===== src/rtl/capp_pkg.sv =====
// Shared types and sizing for the associative-array controller.
// Holds the default geometry, the command opcodes and the FSM states.
package capp_pkg;

    localparam int WORDS   = 100;
    localparam int WIDTH   = 32;
    localparam int COUNT_W = 7;
    localparam logic [COUNT_W-1:0] COUNT_MAX = '1;

    typedef enum logic [1:0] {
        OP_SEARCH      = 2'd0,
        OP_WRITE       = 2'd1,
        OP_READ_FIRST  = 2'd2,
        OP_CLEAR_FIRST = 2'd3
    } capp_op_e;

    typedef enum logic [1:0] {
        ST_IDLE,
        ST_DRIVE,
        ST_SAMPLE,
        ST_RESP
    } capp_state_e;

endpackage


===== src/rtl/capp_controller_if.sv =====
// Command/response handshake plus the line bundle toward the cell array.
// slave = controller view, master = host/array view.
interface capp_controller_if #(
    parameter int WORDS = capp_pkg::WORDS,
    parameter int WIDTH = capp_pkg::WIDTH
);
    logic                   cmd_valid;
    logic                   cmd_ready;
    logic [1:0]             cmd_op;
    logic [WIDTH-1:0]       cmd_data;
    logic [WIDTH-1:0]       cmd_mask;
    logic [2*WIDTH-1:0]     mismatch_lines;
    logic [2*WIDTH-1:0]     write_lines;
    logic [WORDS-1:0]       word_select;
    logic [WORDS-1:0]       match_lines;
    logic [WIDTH-1:0]       read_lines;
    logic                   resp_valid;
    logic [WIDTH-1:0]       resp_data;
    logic                   resp_any;
    logic [6:0]             resp_count;

    modport slave (
        input  cmd_valid, cmd_op, cmd_data, cmd_mask, match_lines, read_lines,
        output cmd_ready, mismatch_lines, write_lines, word_select,
               resp_valid, resp_data, resp_any, resp_count
    );

    modport master (
        output cmd_valid, cmd_op, cmd_data, cmd_mask, match_lines, read_lines,
        input  cmd_ready, mismatch_lines, write_lines, word_select,
               resp_valid, resp_data, resp_any, resp_count
    );
endinterface


===== src/rtl/capp_priority_resolver.sv =====
// Picks the lowest-index set tag as a one-hot vector; flags an empty tag set.
module capp_priority_resolver #(
    parameter int WORDS = capp_pkg::WORDS
) (
    input  logic [WORDS-1:0] tags,
    output logic [WORDS-1:0] first_onehot,
    output logic             none
);
    // Two's-complement trick isolates the least-significant set bit.
    assign first_onehot = tags & (~tags + WORDS'(1));
    assign none         = ~|tags;
endmodule


===== src/rtl/capp_controller.sv =====
// Sequencer for a bit-line associative array: SEARCH, WRITE, READ_FIRST, CLEAR_FIRST.
// Optional macro CAPP_RESP_COUNT_EN builds a saturating popcount for resp_count.
module capp_controller
    import capp_pkg::*;
#(
    parameter int WORDS = capp_pkg::WORDS,
    parameter int WIDTH = capp_pkg::WIDTH
) (
    input  logic clk,
    input  logic rst_n,
    capp_controller_if.slave bus
);
    capp_state_e        state, state_next;
    capp_op_e           op_q;
    logic [WIDTH-1:0]   data_q, mask_q, resp_data_q;
    logic [WORDS-1:0]   tags, tags_next, first_onehot;
    logic               tags_none, accept, resp_any_q;
    logic [COUNT_W-1:0] count_next, resp_count_q;
    logic [2*WIDTH-1:0] drive_lines;

    assign accept = bus.cmd_valid && (state == ST_IDLE);

    capp_priority_resolver #(.WORDS(WORDS)) u_resolver (
        .tags        (tags),
        .first_onehot(first_onehot),
        .none        (tags_none)
    );

    // Even line asserts a 1 at bit j, odd line a 0; masked-off bits drive neither.
    for (genvar j = 0; j < WIDTH; j++) begin : g_lines
        assign drive_lines[2*j]   = mask_q[j] &  data_q[j];
        assign drive_lines[2*j+1] = mask_q[j] & ~data_q[j];
    end

    always_ff @(posedge clk) begin : state_reg
        // NOTE: non-blocking so every flop samples pre-edge values regardless of block order.
        if (!rst_n) state <= ST_IDLE;
        else        state <= state_next;
    end

    always_comb begin : next_state
        // NOTE: default assignment first, so no path leaves the signal unassigned (no latch).
        state_next = state;
        unique case (state)
            ST_IDLE:   if (accept) state_next = ST_DRIVE;
            ST_DRIVE:  state_next = ST_SAMPLE;
            ST_SAMPLE: state_next = ST_RESP;
            ST_RESP:   state_next = ST_IDLE;
        endcase
    end

    always_comb begin : outputs
        bus.cmd_ready      = (state == ST_IDLE);
        bus.resp_valid     = (state == ST_RESP);
        bus.mismatch_lines = '0;
        bus.write_lines    = '0;
        bus.word_select    = '0;
        unique case (op_q)
            OP_SEARCH:
                if (state == ST_DRIVE || state == ST_SAMPLE) bus.mismatch_lines = drive_lines;
            OP_WRITE:
                if (state == ST_DRIVE) begin
                    bus.write_lines = drive_lines;
                    bus.word_select = tags;
                end
            OP_READ_FIRST:
                if (state == ST_DRIVE || state == ST_SAMPLE) bus.word_select = first_onehot;
            OP_CLEAR_FIRST: ;
        endcase
    end

    always_comb begin : tag_update
        tags_next = tags;
        if (state == ST_SAMPLE) begin
            case (op_q)
                OP_SEARCH:      tags_next = ~bus.match_lines;
                OP_CLEAR_FIRST: tags_next = tags & ~first_onehot;
                default:        ;
            endcase
        end
    end

`ifdef CAPP_RESP_COUNT_EN
    // One spare bit beyond the count width keeps the saturation compare meaningful.
    localparam int POP_W = ($clog2(WORDS + 1) > COUNT_W) ? $clog2(WORDS + 1) : COUNT_W + 1;
    logic [POP_W-1:0] pop;

    always_comb begin : popcount
        pop = '0;
        for (int i = 0; i < WORDS; i++) pop = pop + POP_W'(tags_next[i]);
        count_next = (pop > POP_W'(COUNT_MAX)) ? COUNT_MAX : pop[COUNT_W-1:0];
    end
`else
    assign count_next = '0;
`endif

    always_ff @(posedge clk) begin : datapath
        if (!rst_n) begin
            op_q         <= OP_SEARCH;
            data_q       <= '0;
            mask_q       <= '0;
            tags         <= '0;
            resp_data_q  <= '0;
            resp_any_q   <= 1'b0;
            resp_count_q <= '0;
        end else begin
            if (accept) begin
                op_q   <= capp_op_e'(bus.cmd_op);
                data_q <= bus.cmd_data;
                mask_q <= bus.cmd_mask;
            end
            tags <= tags_next;
            // Response fields settle on the SAMPLE edge and hold until the next command's.
            if (state == ST_SAMPLE) begin
                resp_data_q  <= (op_q == OP_READ_FIRST && !tags_none) ? bus.read_lines : '0;
                resp_any_q   <= |tags_next;
                resp_count_q <= count_next;
            end
        end
    end

    assign bus.resp_data  = resp_data_q;
    assign bus.resp_any   = resp_any_q;
    assign bus.resp_count = resp_count_q;

endmodule


===== src/flat_wrapper.sv =====
// flat-port wrapper written by rule: the top's interface ports become plain ports
module capp_controller_flat import capp_pkg::*;
#(
    parameter int WORDS = capp_pkg::WORDS,
    parameter int WIDTH = capp_pkg::WIDTH
)
  (clk, rst_n, bus_cmd_valid, bus_cmd_op, bus_cmd_data, bus_cmd_mask, bus_match_lines, bus_read_lines, bus_cmd_ready, bus_mismatch_lines, bus_write_lines, bus_word_select, bus_resp_valid, bus_resp_data, bus_resp_any, bus_resp_count);
  capp_controller_if #(.WORDS(WORDS), .WIDTH(WIDTH)) bus_i ();
  input  logic clk;
  input  logic rst_n;
  input wire logic [$bits(bus_i.cmd_valid)-1:0] bus_cmd_valid;
  input wire logic [$bits(bus_i.cmd_op)-1:0] bus_cmd_op;
  input wire logic [$bits(bus_i.cmd_data)-1:0] bus_cmd_data;
  input wire logic [$bits(bus_i.cmd_mask)-1:0] bus_cmd_mask;
  input wire logic [$bits(bus_i.match_lines)-1:0] bus_match_lines;
  input wire logic [$bits(bus_i.read_lines)-1:0] bus_read_lines;
  output wire logic [$bits(bus_i.cmd_ready)-1:0] bus_cmd_ready;
  output wire logic [$bits(bus_i.mismatch_lines)-1:0] bus_mismatch_lines;
  output wire logic [$bits(bus_i.write_lines)-1:0] bus_write_lines;
  output wire logic [$bits(bus_i.word_select)-1:0] bus_word_select;
  output wire logic [$bits(bus_i.resp_valid)-1:0] bus_resp_valid;
  output wire logic [$bits(bus_i.resp_data)-1:0] bus_resp_data;
  output wire logic [$bits(bus_i.resp_any)-1:0] bus_resp_any;
  output wire logic [$bits(bus_i.resp_count)-1:0] bus_resp_count;
  assign bus_i.cmd_valid = bus_cmd_valid;
  assign bus_i.cmd_op = bus_cmd_op;
  assign bus_i.cmd_data = bus_cmd_data;
  assign bus_i.cmd_mask = bus_cmd_mask;
  assign bus_i.match_lines = bus_match_lines;
  assign bus_i.read_lines = bus_read_lines;
  assign bus_cmd_ready = bus_i.cmd_ready;
  assign bus_mismatch_lines = bus_i.mismatch_lines;
  assign bus_write_lines = bus_i.write_lines;
  assign bus_word_select = bus_i.word_select;
  assign bus_resp_valid = bus_i.resp_valid;
  assign bus_resp_data = bus_i.resp_data;
  assign bus_resp_any = bus_i.resp_any;
  assign bus_resp_count = bus_i.resp_count;
  capp_controller #(.WORDS(WORDS), .WIDTH(WIDTH)) u_core (.clk(clk), .rst_n(rst_n), .bus(bus_i));
endmodule

===== config.mk =====
export PLATFORM = sky130hd
export DESIGN_NAME = capp_controller_flat
export DESIGN_NICKNAME = d
export VERILOG_FILES = /design/src/rtl/capp_pkg.sv /design/src/rtl/capp_controller_if.sv /design/src/rtl/capp_priority_resolver.sv /design/src/rtl/capp_controller.sv /design/src/flat_wrapper.sv
export SDC_FILE = /design/constraint.sdc
export NUM_CORES = 1
export LEC_CHECK = 0
export ABC_CLOCK_PERIOD_IN_PS = 3800
export BUFFER_PORTS_ARGS = -buffer_cell sky130_fd_sc_hd__buf_2
export CAP_MARGIN = 20
export CELL_PAD_IN_SITES_DETAIL_PLACEMENT = 0
export CELL_PAD_IN_SITES_GLOBAL_PLACEMENT = 1
export CORE_MARGIN = 2
export CORE_UTILIZATION = 31
export CTS_CLUSTER_SIZE = 30
export DETAILED_ROUTE_END_ITERATION = 7
export PLACE_DENSITY = 0.88
export SYNTH_ARGS = -nofsm -noshare
export SYNTH_HDL_FRONTEND = slang
export SYNTH_SLANG_ARGS = --single-unit

===== constraint.sdc =====
create_clock -name clk -period 3.8 [get_ports clk]
set_clock_uncertainty 0.15 [all_clocks]
set_input_delay 0.38 -clock clk [delete_from_list [all_inputs] [get_ports clk]]
set_output_delay 0.38 -clock clk [all_outputs]
set_load 0.02 [all_outputs]

==> flow_summary.html <==
<table>
<tr><th>Metric</th><th>Value</th></tr>
<tr><th colspan="2">CTS</th></tr>
<tr><td>Clock input transition at the sequential cells of the worst setup and hold paths</td><td>~0.060 ns</td></tr>
<tr><td>Clock buffer count from CTS</td><td>26</td></tr>
<tr><td>Max clock buf depth</td><td>3</td></tr>
<tr><td>Insertion delay of the later-clocked pin in the worst-skew pair</td><td>roughly 0.56 ns</td></tr>
<tr><td>Number of sinks handled by clock tree synthesis</td><td>approximately 200</td></tr>
<tr><td>CTS tree</td><td>yes</td></tr>
<tr><td>Cell at the root of the clock tree</td><td>clkbuf_16</td></tr>
<tr><td>Number of levels the H-tree was split into</td><td>1</td></tr>
<tr><th colspan="2">Timing</th></tr>
<tr><td>Number of hold-slack violations in the final timing report</td><td>0</td></tr>
<tr><td>Top achievable clock speed</td><td>between 0.2 and 0.3 GHz</td></tr>
<tr><td>Pin slew with the least headroom to its limit</td><td>approximately 1.0 ns</td></tr>
<tr><td>Slew Limit Headroom</td><td>0.3044</td></tr>
<tr><td>Worst hold margin</td><td>approximately 0.011 ns</td></tr>
<tr><td>Final period demand of the worst path</td><td>roughly 3.8 ns</td></tr>
<tr><td>Max Slew Vio Count</td><td>0</td></tr>
<tr><td>Post-route setup TNS</td><td>-0.05816 ns</td></tr>
<tr><td>Min setup slack post-route</td><td>-0.04698 ns</td></tr>
<tr><td>Number of failing setup endpoints in the final timing report</td><td>3</td></tr>
<tr><td>Unrepaired setup endpoints after global routing</td><td>yes</td></tr>
<tr><td>Final worst path period share</td><td>1.012</td></tr>
<tr><th colspan="2">Route</th></tr>
<tr><td>Wire length reported by the detailed router</td><td>between 60000 and 70000 um</td></tr>
<tr><td>Count of antenna-violating nets left after detailed routing</td><td>0</td></tr>
<tr><td>Final routed wire length divided by cell count</td><td>around 22 um</td></tr>
<tr><td>Drt drc</td><td>0</td></tr>
<tr><td>First-pass DRT Iterations</td><td>6</td></tr>
<tr><td>Routed via count</td><td>approximately 16000</td></tr>
<tr><td>Number of vias per cell after detailed routing</td><td>5.490</td></tr>
<tr><td>Count of routing violations after the opening detailed-route iteration</td><td>between 1000 and 1500</td></tr>
<tr><th colspan="2">Cells and area</th></tr>
<tr><td>Fin nets</td><td>~2500</td></tr>
<tr><td>Flip-flop count of the largest register, all copies and words added</td><td>100</td></tr>
<tr><td>Most frequent standard cell in the layout excluding fill and tap cells</td><td>buf_2</td></tr>
<tr><td>Area added between synthesis and finish</td><td>46.68%</td></tr>
<tr><td>Share of layout cells above drive strength 1</td><td>0.3086</td></tr>
<tr><td>Top library cells by usage in the layout, fill and taps aside</td><td>buf_2 (456), nand2_1 (314), dfxtp_1 (198)</td></tr>
<tr><td>Register bank with the most flops</td><td>u_core.tags</td></tr>
<tr><td>Post-Layout Inst Area</td><td>between 15000 and 20000 um2</td></tr>
<tr><td>Final core utilization</td><td>0.4628</td></tr>
<tr><th colspan="2">Synthesis</th></tr>
<tr><td>Post-synthesis cell area</td><td>around 12000 um2</td></tr>
<tr><td>Number of distinct library cell variants in the gate-level netlist after synthesis</td><td>70</td></tr>
<tr><td>Adder-cell share of the synthesized area</td><td>0.008967</td></tr>
<tr><td>Number of storage elements in the synthesis netlist</td><td>between 200 and 250</td></tr>
<tr><td>Avg Inst Size Synth</td><td>between 7 and 8 um2</td></tr>
<tr><td>Fraction of synthesized cell area taken by the top area cell type</td><td>0.3277</td></tr>
<tr><td>EDFF count, synth</td><td>0</td></tr>
<tr><td>Commonest register cell after synthesis</td><td>dfxtp_1</td></tr>
<tr><td>Fraction of the mapped netlist area in simple logic gates</td><td>0.3923</td></tr>
<tr><td>Count of yosys warnings during synthesis</td><td>0</td></tr>
<tr><td>Largest cells by area after synthesis</td><td>dfxtp_1 (33%), nand2_1 (9.8%), nor2_1 (6.0%)</td></tr>
<tr><td>Complex-gate fraction of the synthesized area</td><td>0.2180</td></tr>
<tr><td>Share of synthesized area occupied by flip-flops and latches</td><td>0.3277</td></tr>
<tr><td>Most area-hungry cell type in the Yosys netlist</td><td>dfxtp_1</td></tr>
<tr><td>Mux cell area share after synthesis</td><td>0.001630</td></tr>
<tr><td>Xor/xnor share of the synthesized area</td><td>0</td></tr>
<tr><td>Share of flip-flops with an asynchronous set or reset</td><td>0</td></tr>
<tr><td>Gate count of the mapped netlist</td><td>between 1500 and 2000</td></tr>
<tr><td>Combinational family with the most area after synthesis</td><td>simple AND/OR/NAND/NOR gates</td></tr>
<tr><th colspan="2">Global route</th></tr>
<tr><td>Pin count of the biggest net entering global routing</td><td>92</td></tr>
<tr><td>Congestion Overflow GR</td><td>0</td></tr>
<tr><td>First-pass GRT wire length</td><td>92000 um</td></tr>
<tr><td>Number of antenna violations at the first check in global routing</td><td>6</td></tr>
<tr><td>Vias in the first global route</td><td>around 15000</td></tr>
<tr><td>Overall routing resource usage</td><td>0.2894</td></tr>
<tr><th colspan="2">Setup path</th></tr>
<tr><td>Crit path cell chain</td><td>or4_4, or4b_4, or3_4, buf_6, or3_4, o31ai_2, and3_1, buf_6</td></tr>
<tr><td>Startpoint type of the worst setup path</td><td>flip-flop</td></tr>
<tr><td>Category of the worst setup path capture point</td><td>primary output</td></tr>
<tr><td>Critical Path Slowest Stage Cell</td><td>or4_4</td></tr>
<tr><td>Max Fanout on Critical Path</td><td>6</td></tr>
<tr><td>Total buffers and inverters traversed by the critical path</td><td>2</td></tr>
<tr><td>Data required time at the worst endpoint</td><td>3.27 ns</td></tr>
<tr><td>Number of cells traversed by the worst register-to-register path</td><td>12</td></tr>
<tr><td>Delay of the slowest cell on the worst path</td><td>roughly 0.54 ns</td></tr>
<tr><td>Cell class contributing the biggest share of worst-path delay</td><td>simple AND/OR/NAND/NOR gates</td></tr>
<tr><td>Instance count on the critical path</td><td>8</td></tr>
<tr><td>Worst Path Class, Setup</td><td>reg -&gt; out</td></tr>
<tr><td>Arrival time of data at the critical path endpoint</td><td>3.32 ns</td></tr>
<tr><th colspan="2">Floorplanning</th></tr>
<tr><td>Height of the chip</td><td>203.0 um</td></tr>
<tr><td>Core Area</td><td>~40000 um2</td></tr>
<tr><td>Cell row count</td><td>a little over 70</td></tr>
<tr><td>Die area</td><td>41220 um2</td></tr>
<tr><td>Number of top-level pins</td><td>471</td></tr>
<tr><td>Initial cell density of the core</td><td>0.3155</td></tr>
<tr><td>Width of the die</td><td>roughly 200 um</td></tr>
<tr><th colspan="2">Worst hold path</th></tr>
<tr><td>Worst min-delay path class</td><td>in -&gt; reg</td></tr>
<tr><td>Worst hold path stage count</td><td>3</td></tr>
<tr><th colspan="2">Placement</th></tr>
<tr><td>I/O Buffers</td><td>463</td></tr>
<tr><td>Post-placement cell area</td><td>between 15000 and 20000 um2</td></tr>
<tr><td>HPWL after detailed placement</td><td>around 47000 um</td></tr>
<tr><td>Final RePlAce weighted congestion</td><td>slightly below 1</td></tr>
<tr><th colspan="2">Outcome</th></tr>
<tr><td>Outcome</td><td>finished with violations</td></tr>
<tr><td>Failing checks</td><td>setup timing</td></tr>
<tr><th colspan="2">Job</th></tr>
<tr><td>Max_cap viols</td><td>0</td></tr>
<tr><th colspan="2">Power</th></tr>
<tr><td>Overall Power</td><td>about 15 mW</td></tr>
<tr><td>Power Density</td><td>about 840 nW/um2</td></tr>
<tr><td>Leakage component of the power</td><td>between 8 and 9 nW</td></tr>
<tr><td>Peak supply drop</td><td>a little over 400 uV</td></tr>
</table>
cells in the mapped netlist (35+ instances only):
cell type  count
clkbuf_1     110
nand2_1      319
a21boi_0      73
nor2b_1       86
a21oi_1      120
nor2_1       195
and2_1        76
nor3_1        35
nor4_1        48
nand2b_1      37
dfxtp_1      201
o21ai_0       84
metal layers:
layer	vias to the layer above	GRT usage	wire length, um
met5	-	0	31
met4	6	0.1653	4114
li1	7263	-	-
met3	196	0.05795	6012
met1	7410	0.3428	23510
met2	921	0.4875	29600
stage by stage:
stage	cells	setup WS (ns)
global placement	2714	-0.2706
floorplan	1744	0.08598
global route	2875	-0.1232
CTS	2866	-0.05484
finish	2877	-0.04698
detailed placement	2714	-0.3700
kinds of logic after synthesis:
logic type | Yosys count
other | 1
muxes | 2
buffers and inverters | 150
and+or+nand+nor | 964
AOI/OAI and AO/OA | 411
DFF | 201
adders and majority gates | 9
power breakdown:
part / leakage [nW] / switching [mW] / internal [mW]
logic: 6.44 / 5.94 / 3.85
registers: 1.63 / 0.349 / 2.46
clock network: 0.417 / 1.02 / 1.48
total: 8.49 / 7.30 / 7.78
final timing paths:
check | startpoint | endpoint | slack, ns
worst max-delay path | u_core.tags[52] | bus_word_select[88] | -0.05
worst min-delay path | bus_cmd_valid | u_core.state[0] | 0.01
worst max register to register | u_core.tags[1] | u_core.bus.resp_any | 0
worst min register to register | u_core.data_q[27] | u_core.data_q[27] | 0.32
tightest hold or removal path: cells and delay by family:
family | cells | cell delay (ns)
AND/OR/NAND/NOR | 1 | 0.04
buffers and inverters | 1 | 0.12
AO/OA/AOI/OAI | 1 | 0.12
layout make-up:
class | instances | area (um2)
Antenna cell | 3 | 7.507
Multi-Input combinational cell | 1393 | 7924
Sequential cell | 201 | 4028
Fill cell | 3961 | 20910
Timing Repair Buffer | 699 | 4489
Tap cell | 518 | 648.1
Clock buffer | 39 | 780.7
Clock inverter | 9 | 77.57
Inverter | 15 | 56.30
timing repair:
| action | CTS | global route |
|---|---|---|
| endpoints found under the hold margin | 100 | 0 |
| pin swaps | 14 | 15 |
| endpoints found under the setup margin | 19 | 17 |
| resized for setup | 34 | 33 |
| buffers inserted | 5 | 7 |
| cloned | 0 | 1 |
| hold buffers | 100 | 0 |
Note: power is estimated with default switching activity, not from simulation.
